[src/rtl/onchip_mem_arbiter.sv]
// onchip_mem_arbiter: shares the single port of the 8K x 256 frame memory between
// port 0 (read/write) and port 1 (read only); one accept per cycle, command registered
// 1 cycle after accept, read valid 1+RD_LATENCY after accept. Build option ONCHIP_ARB_RR_EN
// selects round-robin arbitration; default is fixed priority with HOLD_MAX starvation relief.
module onchip_mem_arbiter #(
  parameter int RD_LATENCY = 2,
  parameter int HOLD_MAX   = 16
) (
  input  logic         clk,
  input  logic         rst_n,
  input  logic         p0_read,
  input  logic         p0_write,
  input  logic [12:0]  p0_addr,
  input  logic [255:0] p0_write_data,
  input  logic [31:0]  p0_byte_enable,
  output logic         p0_waitrequest,
  output logic [255:0] p0_read_data,
  output logic         p0_read_data_valid,
  input  logic         p1_read,
  input  logic [12:0]  p1_addr,
  output logic         p1_waitrequest,
  output logic [255:0] p1_read_data,
  output logic         p1_read_data_valid,
  output logic         onchip_mem_chip_select,
  output logic         onchip_mem_clk_ena,
  output logic [12:0]  onchip_mem_addr,
  output logic [31:0]  onchip_mem_byte_enable,
  output logic [255:0] onchip_mem_write_data,
  output logic         onchip_mem_write,
  input  logic [255:0] onchip_mem_read_data,
  output logic         proto_err
);

  logic p0_req, p1_req, pick_p1, grant0, grant1;

  // registered memory command; own = requester of the command (1 = port 1)
  logic         cs_q, cs_d, wr_q, wr_d, own_q, own_d, proto_q, proto_d;
  logic [12:0]  addr_q, addr_d;
  logic [31:0]  be_q, be_d;
  logic [255:0] wd_q, wd_d;

  // read tags travel alongside the memory latency so data can be steered to its owner
  logic [RD_LATENCY-1:0] tag_vld_q, tag_vld_d, tag_own_q, tag_own_d;

  assign p0_req = p0_read | p0_write;
  assign p1_req = p1_read;

`ifdef ONCHIP_ARB_RR_EN
  logic last_q, last_d;

  // under contention the port that was not granted last wins
  always_comb begin
    pick_p1 = p1_req && (!p0_req || !last_q);
    last_d  = last_q;
    if (grant0)      last_d = 1'b0;
    else if (grant1) last_d = 1'b1;
  end
`else
  localparam int HW = $clog2(HOLD_MAX + 1);
  logic [HW-1:0] hold_q, hold_d;

  // port 0 has priority until port 1 has been passed over HOLD_MAX times in a row
  always_comb begin
    pick_p1 = p1_req && (!p0_req || (hold_q == HW'(HOLD_MAX)));
    hold_d  = hold_q;
    if (!p1_req || grant1)                        hold_d = '0;
    else if (grant0 && (hold_q != HW'(HOLD_MAX))) hold_d = hold_q + 1'b1;
  end
`endif

  assign grant1         = rst_n && pick_p1;
  assign grant0         = rst_n && p0_req && !pick_p1;
  assign p0_waitrequest = !rst_n || (p0_req && pick_p1);
  assign p1_waitrequest = !rst_n || (p1_req && !pick_p1);

  // build the next memory command from the winning port; idle keeps addr/data
  always_comb begin
    cs_d    = 1'b0;
    wr_d    = 1'b0;
    own_d   = 1'b0;
    addr_d  = addr_q;
    be_d    = be_q;
    wd_d    = wd_q;
    proto_d = proto_q | (p0_read & p0_write);
    if (grant0) begin
      // a simultaneous read+write is treated as a write; the read is dropped
      cs_d   = 1'b1;
      wr_d   = p0_write;
      addr_d = p0_addr;
      be_d   = p0_write ? p0_byte_enable : '1;
      if (p0_write) wd_d = p0_write_data;
    end else if (grant1) begin
      cs_d   = 1'b1;
      own_d  = 1'b1;
      addr_d = p1_addr;
      be_d   = '1;
    end
  end

  // shift issued-read tags; stage 0 captures the command currently on the memory port
  always_comb begin
    tag_vld_d    = tag_vld_q;
    tag_own_d    = tag_own_q;
    tag_vld_d[0] = cs_q & ~wr_q;
    tag_own_d[0] = own_q;
    for (int i = 1; i < RD_LATENCY; i++) begin
      tag_vld_d[i] = tag_vld_q[i-1];
      tag_own_d[i] = tag_own_q[i-1];
    end
  end

  // state update with synchronous reset; reset also flushes in-flight read tags
  always_ff @(posedge clk) begin
    if (!rst_n) begin
      cs_q      <= 1'b0;
      wr_q      <= 1'b0;
      own_q     <= 1'b0;
      addr_q    <= '0;
      be_q      <= '0;
      wd_q      <= '0;
      proto_q   <= 1'b0;
      tag_vld_q <= '0;
      tag_own_q <= '0;
`ifdef ONCHIP_ARB_RR_EN
      last_q    <= 1'b0;
`else
      hold_q    <= '0;
`endif
    end else begin
      cs_q      <= cs_d;
      wr_q      <= wr_d;
      own_q     <= own_d;
      addr_q    <= addr_d;
      be_q      <= be_d;
      wd_q      <= wd_d;
      proto_q   <= proto_d;
      tag_vld_q <= tag_vld_d;
      tag_own_q <= tag_own_d;
`ifdef ONCHIP_ARB_RR_EN
      last_q    <= last_d;
`else
      hold_q    <= hold_d;
`endif
    end
  end

  assign onchip_mem_chip_select = cs_q;
  assign onchip_mem_clk_ena     = 1'b1;
  assign onchip_mem_addr        = addr_q;
  assign onchip_mem_byte_enable = be_q;
  assign onchip_mem_write_data  = wd_q;
  assign onchip_mem_write       = wr_q;
  assign proto_err              = proto_q;

  // read data is shared and unregistered; only the valid identifies the owner
  assign p0_read_data       = onchip_mem_read_data;
  assign p1_read_data       = onchip_mem_read_data;
  assign p0_read_data_valid = tag_vld_q[RD_LATENCY-1] & ~tag_own_q[RD_LATENCY-1];
  assign p1_read_data_valid = tag_vld_q[RD_LATENCY-1] &  tag_own_q[RD_LATENCY-1];

endmodule

[config.mk]
export PLATFORM = sky130hd
export DESIGN_NAME = onchip_mem_arbiter
export DESIGN_NICKNAME = d
export VERILOG_FILES = /design/src/rtl/onchip_mem_arbiter.sv
export SDC_FILE = /design/constraint.sdc
export NUM_CORES = 1
export LEC_CHECK = 0
export CORE_AREA = 2 2 543 545
export DETAILED_ROUTE_END_ITERATION = 12
export DIE_AREA = 0 0 545 547
export HOLD_SLACK_MARGIN = 0.12
export SLEW_MARGIN = 20
export SYNTH_ARGS = -nofsm -noshare
export SYNTH_HDL_FRONTEND = slang
export SYNTH_SLANG_ARGS = --single-unit
export TNS_END_PERCENT = 30
[constraint.sdc]
create_clock -name clk -period 3.6 [get_ports clk]
set_input_delay 0.54 -clock clk [delete_from_list [all_inputs] [get_ports clk]]
set_output_delay 0.54 -clock clk [all_outputs]
set_load 0.005 [all_outputs]
==> run metrics <==
run status=finished clean; total clock sinks=314; TritonCTS clock tree=done; startpoint-to-endpoint class of the critical path=input port to primary output; number of H-tree levels=2; fillcell total=33982; sequential cell fraction of total power=37.1%; pin count of the biggest net entering global routing=125; initial antenna violation count=234; Ys Warns=0; Max transition margin=50.2%; fraction of synthesis flops using an asynchronous set or reset pin=0%; CP Launch Point=p0_read; proportion of layout cells with a drive suffix above 1=6.01%; total wire length=210000 microns; area share of the leading cell type in the synthesized netlist=38.6%; number of cells after detailed placement=5794; Sw Ratio=29.4%; DRT iter0 DRCs=981; startpoint of the tightest hold check path=rst_n; Worst Path Max Fanout=17; Max Buffers Root-to-Sink=3; Max Clock Freq=0.321 GHz; portion of netlist area occupied by mux cells=16.1%; first drt pass iteration count=6; Worst EP required=3.06 ns; maximum vdd drop=415 uV; Routed wire per std cell=35.3 microns; number of rows in the core area=199; clk slew on worst S/H paths=0.06 ns; per-instance average area after synthesis=8.84 sq um; Setup Buffers After CTS=0; Post-Route Skew=0.0386 ns; CTS Root Cell=clkbuf_16; netlist area before placement=16300 sq um; number of endpoints with negative hold slack in the final report=0; HPWL Detailed=192000 microns; relative contribution of the clock network to total power=47.2%; total die area=298000 sq um; part of the Yosys area used for sequential elements=38.6%; global-route track usage on met3=21.1%; number of buffers added on ports=626; Switching Power=3.04 mW; Post-CTS Resized=0; Hold Crit Class=input port to register; compound-cell area share of the yosys netlist=3.93%; aggregate negative setup slack=0 ns; Least-Margin Pin Slew=0.746 ns; endpoint type of the worst setup path=primary output; vias in the first global route=12640; effective utilization at floorplan=5.57%; data arrival time at the worst-slack endpoint=2.58 ns; combinational family with the most area after synthesis=buffers and inverters; overall track demand over capacity in global routing=13.5%; Post-Synth Simple-Gate Area=13.5%; Combinational Power Share=15.8%; cell accounting for the most synthesized area=dfxtp_1; final standard cell count with taps included and fillers excluded=5958; startpoint of the worst-slack reg-to-reg timing path=hold_q[0]$_SDFFE_PP0P_; Final setup viols=0; Final ANT Viol Nets=0; wire length of the first global-routing pass=239000 microns; number of nets in the finished design=2502; grt met2 use=18.6%; clock latency at the later pin of the worst-skew pair=0.70 ns; Global Route met1 Usage=9.41%; syn nets=2419; routed vias/inst=2.31; routed vias=13734; Period Utilization, post-route=86.6%; shortest period the worst path allows=3.12 ns; post-route DRC violation count=0; cell types with the largest area share after synthesis=dfxtp_1, buf_4, mux2i_1; Most Used Layer, Global Route=met3; unique cell type count in the Yosys netlist=31; number of synthesized register bits=314; xor/xnor share of the synthesized area=0.161%; global-route congestion overflow total=0; Num CTS Buffers=48; post-synthesis cell count=1842; Placeable Area=293000 sq um; Adder-Cell Fraction of Synth Area=0.154%; number of maximum-capacitance violations=0; number of pins exceeding their max-slew limit in the final report=0; floorplan die width=545 microns; synth-to-layout area growth=54.0%; leakage=8.52 nW; die boundary height=547 microns; RSZ-0062 raised after global routing=false; count of flip-flops with a built-in enable after synthesis=0; Synth Flop Type=dfxtp_1; launching element type of the critical path=input port; hold buffers post-CTS=0; power per cell area=412 nW/um^2; Power Internal=7.31 mW; count of pins on the block boundary=1396; Final GP Congestion=0.796
[placed cells by master, fill, tap and decap left out, drive strengths merged]
master	n
or2	1
nor3b	8
inv	11
a21boi	1
or3	1
nand2	515
a211oi	21
nor2b	2
clkinvlp	3
nor3	18
mux2i	256
a21oi	2
clkinv	11
mux2	5
nor4bb	1
nor2	7
o31ai	10
nand3	2
o221a	32
xnor2	1
o21ai	6
buf	32
bufinv	1
dfxtp	314
diode	75
nand4bb	1
clkdlybuf4s50	624
conb	1
ha	2
clkbuf	67
xor2	2
and2	6
[power by group through the flow]
| stage | registers, mW | logic [mW] | clock network, mW |
|---|---|---|---|
| global route | 3.86 | 1.75 | 5.20 |
| detailed placement | 3.91 | 1.70 | 0 |
| global placement | 3.90 | 1.70 | 0 |
| floorplan | 3.90 | 0.946 | 0 |
| finish | 3.84 | 1.63 | 4.88 |
| CTS | 3.84 | 1.71 | 5.12 |
[per-stage QoR]
stage	instance area, sq um	hold slack, ns	setup WS, ns	utilization [%]	power (mW)
after floorplan	16300	0.412	1.64	-	4.85
after global placement	23400	0.419	0.430	7.98	5.60
after detailed placement	23400	0.423	0.435	7.98	5.60
after CTS	24900	0.196	0.391	8.51	10.7
after global routing	25000	0.227	0.387	8.53	10.8
final	25100	0.256	0.484	8.58	10.3
[worst paths after layout]
check,endpoint,slack (ns),depth (start not counted)
worst max-delay path,p1_waitrequest,0.48,5
worst min-delay path,onchip_mem_write_data[98]$_SDFFE_PN0P_,0.26,3
worst max register to register,onchip_mem_write_data[204]$_SDFFE_PN0P_,1.26,8
worst min register to register,tag_vld_q[1]$_SDFF_PN0_,0.44,1
[routing by layer]
layer	part of all wire [%]	wire [microns]
met4	3.6	7570
met3	33	69800
met1	24	50700
met5	0.67	1410
met2	38	80900
[logic make-up (layout without fill, tap and decap cells)]
| kind of cell | Yosys count | after routing |
|---|---|---|
| flops | 314 | 314 |
| other cells | 1 | 76 |
| compound gates | 72 | 72 |
| xor+xnor | 3 | 3 |
| fa+ha+maj | 2 | 2 |
| simple gates | 562 | 562 |
| mux | 261 | 261 |
| buf+inv | 627 | 749 |
[critical path, stage by stage]
cell and delay [ns]:
clkdlybuf4s50_1 0.49, buf_4 0.23, nor2_2 0.61, o31ai_1 0.20, clkdlybuf4s50_1 0.49
[final cells by class]
type	count	area, sq um	area share, %
tap	3919	4900	19.5
clock buffer	67	1360	5.40
antenna	75	188	0.748
clock inverter	22	190	0.758
multi-input combinational	901	5560	22.2
timing repair buffer	656	6590	26.3
sequential	314	6290	25.1
inverter	4	15.0	0.0598
[synthesized netlist by cell type (all sizes together) (4+ instances only)]
library cell,n
and2,6
nor3,18
o31ai,10
clkbuf,75
nor3b,8
buf,548
dfxtp,314
nor2,7
nand2,515
o21ai,6
a211oi,21
o221a,32
mux2i,256
mux2,5
inv,4
[registers in the layout, summed over array words and instances (netlist names)]
signal                  cells
onchip_mem_byte_enable     32
tag_vld_q                   2
onchip_mem_write_data     256
onchip_mem_addr            13
proto_err                   1
onchip_mem_chip_select      1
own_q                       1
onchip_mem_write            1
tag_own_q                   2
hold_q                      5
No activity file was read; power rests on OpenSTA's default activity.
